<file path="src/rtl/trig_seq_pkg.sv">
// rtl/trig_seq_pkg.sv - shared types and constants for the trigger command sequencer
package trig_seq_pkg;

  localparam int NUM_TRIG = 16;
  localparam int ID_W     = 4;

  typedef enum logic [1:0] {
    IDLE  = 2'd0,
    ISSUE = 2'd1,
    WAIT  = 2'd2
  } state_t;

  function automatic logic [NUM_TRIG-1:0] id_to_onehot(input logic [ID_W-1:0] id);
    return NUM_TRIG'(1) << id;
  endfunction

endpackage

</file>
<file path="src/rtl/rr_arbiter16.sv">
// rtl/rr_arbiter16.sv - round-robin pick of the first pending bit at or after rr_ptr
module rr_arbiter16
  import trig_seq_pkg::*;
(
  input  logic [NUM_TRIG-1:0] pending,
  input  logic [ID_W-1:0]     rr_ptr,
  output logic [NUM_TRIG-1:0] grant,
  output logic [ID_W-1:0]     grant_idx
);

  logic found;

  // Index arithmetic is ID_W wide, so rr_ptr + i wraps 15 -> 0 naturally.
  always_comb begin
    found     = 1'b0;
    grant_idx = rr_ptr;
    for (int i = 0; i < NUM_TRIG; i++) begin
      if (!found && pending[rr_ptr + ID_W'(i)]) begin
        found     = 1'b1;
        grant_idx = rr_ptr + ID_W'(i);
      end
    end
    grant = found ? id_to_onehot(grant_idx) : '0;
  end

endmodule

</file>
<file path="config.mk">
export PLATFORM = sky130hd
export DESIGN_NAME = rr_arbiter16
export DESIGN_NICKNAME = d
export VERILOG_FILES = /design/src/rtl/trig_seq_pkg.sv /design/src/rtl/rr_arbiter16.sv
export SDC_FILE = /design/constraint.sdc
export NUM_CORES = 1
export LEC_CHECK = 0
export BUFFER_PORTS_ARGS = -buffer_cell sky130_fd_sc_hd__buf_2
export CAP_MARGIN = 10
export CORE_MARGIN = 2
export CORE_UTILIZATION = 60
export DETAILED_ROUTE_END_ITERATION = 16
export PLACE_DENSITY = 0.83
export REMOVE_ABC_BUFFERS = 1
export SLEW_MARGIN = 20
export SYNTH_ARGS = -nofsm -noshare
export SYNTH_HDL_FRONTEND = slang
export SYNTH_SLANG_ARGS = --single-unit
</file>
<file path="constraint.sdc">
create_clock -name vclk -period 9.53
set_clock_uncertainty 0.15 [all_clocks]
set_input_delay 0.4765 -clock vclk [all_inputs]
set_output_delay 0.4765 -clock vclk [all_outputs]
set_load 0.005 [all_outputs]
</file>
======== After elaboration in Yosys (flattened, before gate mapping) ========
Cells that the tools add are included.
storage, ports and cells
  register bits after elaboration ......... 0
  bits of input ports ..................... 20
  word-level logic and storage cells ...... 126
operators by class
  $add $sub $neg .......................... 15
  order comparisons ....................... 16
  shifts and indexed selects .............. 1
  muxes and demuxes ....................... 64
  reduce and logical (&&, ||, !) cells .... 30
operators by type and width
  kind                                                                  count
  4-bit by 5-bit < comparator with 1-bit output, second input constant  16
  1-bit binary-select mux with 4-bit select                             16
  4-bit two-way mux                                                     15
  4-bit adder, second input constant                                    8
  1-bit two-way mux                                                     32
  4-bit by 3-bit adder with 4-bit output, second input constant         4
  16-bit two-way mux                                                    1
  1-bit by 4-bit left shift with 16-bit output, first input constant    1
  1-bit logical AND                                                     15
  1-bit zero test                                                       15
  4-bit by 2-bit adder with 4-bit output, second input constant         2
  4-bit by 1-bit adder with 4-bit output, second input constant         1

======== Depth between registers and ports, before layout ========
  depth after elaboration ................. 50
  depth in mapped cells ................... 19
  depth with buffers taken out ............ 12

======== Least setup slack after synthesis ========
Ideal clock, no wire load.
  path kind ............................... input to output
  from .................................... input port rr_ptr[1]
  to ...................................... output port grant[1]
  arrival ................................. 4.876 ns
  data required time ...................... 8.904 ns
  setup slack ............................. 4.028 ns
  stages on the path ...................... 15
  buffers on the path ..................... 4
  cell sequence ........................... clkbuf_1 clkbuf_1 inv_1 ha_1 buf_2 mux4_2 mux4_2 or2_0 or4_1 buf_2 or2_4 nor3_4 nor4_2 or3b_4 a211oi_1
on the way
  cells in the longest elaborated chain, start to end .. 50
RTL lines
  what                                                                                             line                source
  from (decl)                                                                                      rr_arbiter16.sv:6   input logic [ID_W-1:0] rr_ptr,
  parallel branches: the longest is 49 deep, another holds 4-bit by 1-bit adder with 4-bit output  n/a
  16-bit two-way mux *                                                                             rr_arbiter16.sv:23  grant = found ? id_to_onehot(grant_idx) : '0;
  to (decl)                                                                                        rr_arbiter16.sv:7   output logic [NUM_TRIG-1:0] grant,
Every way passes the cells marked *. The select of a mux whose other input is x is not followed.

======== Final worst setup path ========
  from .................................... input port rr_ptr[0]
  to ...................................... output port grant[14]
Same word-level chain as after synthesis.

==> flow_metrics.env <==
export IMPL_outcome="finished, final reports clean"
export IMPL_die_y_um=70.8
export IMPL_gp_congestion=1.00
export IMPL_antenna_found_initial=0
export IMPL_start_util_pct=62.0
export IMPL_drt_pass1_iterations=5
export IMPL_tightest_slew_ns=0.976
export IMPL_nNetsFinal=395
export IMPL_setup_ws_ns=2.82
export IMPL_grt_total_usage_pct=33.5
export IMPL_antennaDiodeCount=0
export IMPL_maxCapViolations=0
export IMPL_period_needed_ns=6.71
export IMPL_dieArea_mm2=0.00502
export IMPL_drc=0
export IMPL_portBuffers=40
export IMPL_crit_path_start_kind="input port"
export IMPL_drt_wirelength_per_cell_um=20.4
export IMPL_power_density_mw_per_mm2=108
export IMPL_layout_drive_gt1_share_pct=24.7
export IMPL_syn_area_per_cell_um2=7.72
export IMPL_core_area_mm2=0.00432
export IMPL_grt_pass1_vias=2705
export IMPL_fin_crit_sh_pct=70.5
export IMPL_preCtsSetupSlack_ns=2.93
export IMPL_seqCellArea_um2=0
export IMPL_grt_max_degree=37
export IMPL_via_per_inst=7.39
export IMPL_clkbuf_count=0
export IMPL_netlist_area_mm2=0.00268
export IMPL_postCtsHoldBufs=0
export IMPL_crit_type="input port to primary output"
export IMPL_area_growth_pct=5.60
export IMPL_p_leak_nw=1.15
export IMPL_dp_hpwl_mm=6.71
export IMPL_vias=3080
export IMPL_postRouteAntennaNets=0
export IMPL_post_cts_setup_buffers=0
export IMPL_io_pins=40
export IMPL_hold_viol=0
export IMPL_total_power_uw=306
export IMPL_holdWs_ns=1.67
export IMPL_routed_wl_mm=8.52
export IMPL_crit_required_ns=8.90
export IMPL_seq_cell_count=0
export IMPL_drv_slew=0
export IMPL_clock_fmax_mhz=149
export IMPL_grt_pass1_wl_mm=13.7
export IMPL_synth_warning_count=0
export IMPL_cp_arrival_ns=6.09
export IMPL_die_x_um=70.8
export IMPL_slew_headroom_pct=34.9
export IMPL_vdd_drop_max_mv=0.0586
export IMPL_drtIter0Drc=412
export IMPL_crit_fanout=36
export IMPL_ys_types=66
export IMPL_syn_inst=347
export IMPL_core_rowCount=24
export IMPL_rsz0062_at_grt="false"
export IMPL_tns_ns=0
export IMPL_hp_class="input port to primary output"
export IMPL_seq_area_frac_synth_pct=0
export IMPL_gr_total_overflow=0
export IMPL_cts_resized=0
export IMPL_setup_viol=0
export IMPL_cp_end_kind="primary output"
[routing by layer]
layer | track usage [%] | part of all wire [%] | up-vias
met3 | 3.42 | 9.3 | 28
met2 | 59.0 | 49 | 212
met5 | 0 | 0 | -
li1 | - | - | 1400
met4 | 10.1 | 3.3 | 0
met1 | 43.3 | 38 | 1440
[cells by family (layout without fill, tap and decap cells)]
family	Yosys count	in the layout	share of synthesized area, %
buffers and inverters	33	51	5.84
and+or+nand+nor	136	136	27.3
AOI/OAI and AO/OA	98	98	25.9
muxes	58	58	32.4
adders and majority gates	8	8	3.74
xor gates and xnor gates	14	14	4.86
[critical path: stages]
cell	delay, ns
buf_2	0.73
inv_1	0.11
ha_1	0.72
mux4_2	0.65
mux4_2	0.60
a2111oi_4	0.40
nand4_1	0.57
nor4_1	0.46
a31oi_1	0.10
o211a_1	0.15
nor2_1	0.54
nor4bb_1	0.40
buf_2	0.17
[power by group]
group | switching (mW) | leakage, nW | total (mW) | internal (mW)
combinational | 0.187 | 1.15 | 0.306 | 0.119
clock | 0 | 0 | 0 | 0
sequential | 0 | 0 | 0 | 0
total | 0.187 | 1.15 | 0.306 | 0.119
[path summary, 6_finish.rpt]
| kind | from | end | depth (start not counted) |
|---|---|---|---|
| max | rr_ptr[0] | grant[14] | 13 |
| min | rr_ptr[0] | grant_idx[0] | 3 |
[cells in the mapped netlist, drive strengths merged (2+ instances only)]
cell,count,area share [%]
a211oi,11,3.3
a21boi,5,1.4
a21o,2,0.56
a21oi,19,3.5
a221oi,2,0.65
a22o,2,0.65
a22oi,6,1.7
a31oi,5,1.2
and2,8,1.9
buf,12,2.9
clkbuf,10,1.4
ha,8,3.7
inv,11,1.5
mux2,7,2.9
mux2i,29,11
mux4,22,18
nand2,35,4.9
nand2b,2,0.47
nand3,18,3.4
nand4,2,0.47
nor2,26,3.6
nor2b,3,0.70
nor3,18,4.4
nor4,9,2.3
nor4b,3,1.7
o211a,2,0.75
o211ai,5,1.6
o21a,2,0.56
o21ai,15,2.9
o21bai,2,0.56
o221ai,2,0.65
o22a,2,0.65
o22ai,6,1.4
o31ai,3,0.84
or2,6,1.5
or3,2,0.65
xnor2,6,2.2
xor2,8,2.6
[cell usage in the layout, fill, tap and decap left out, drive strengths merged, types with 6 or more instances in the layout]
cell and count:
a211oi 11, a21oi 19, a22oi 6, and2 8, buf 40, ha 8, inv 11, mux2 7
mux2i 29, mux4 22, nand2 35, nand3 18, nor2 26, nor3 18, nor4 9, o21ai 15
o22ai 6, or2 6, xnor2 6, xor2 8
[area by class of cell]
class / count / area [µm²]
multi-input cells: 314 / 2520
repair buffers: 40 / 200
well taps: 52 / 65.1
inverters: 11 / 41.3
fillers: 393 / 1500
[stage by stage]
step	instance area [µm²]	std cells	util, %
after floorplan	2560	325	-
after global placement	2830	417	65.4
after detailed placement	2830	417	65.4
after CTS	2830	417	65.4
after global routing	2830	417	65.4
final	2830	417	65.4
Power figures use the tool's default switching activity.
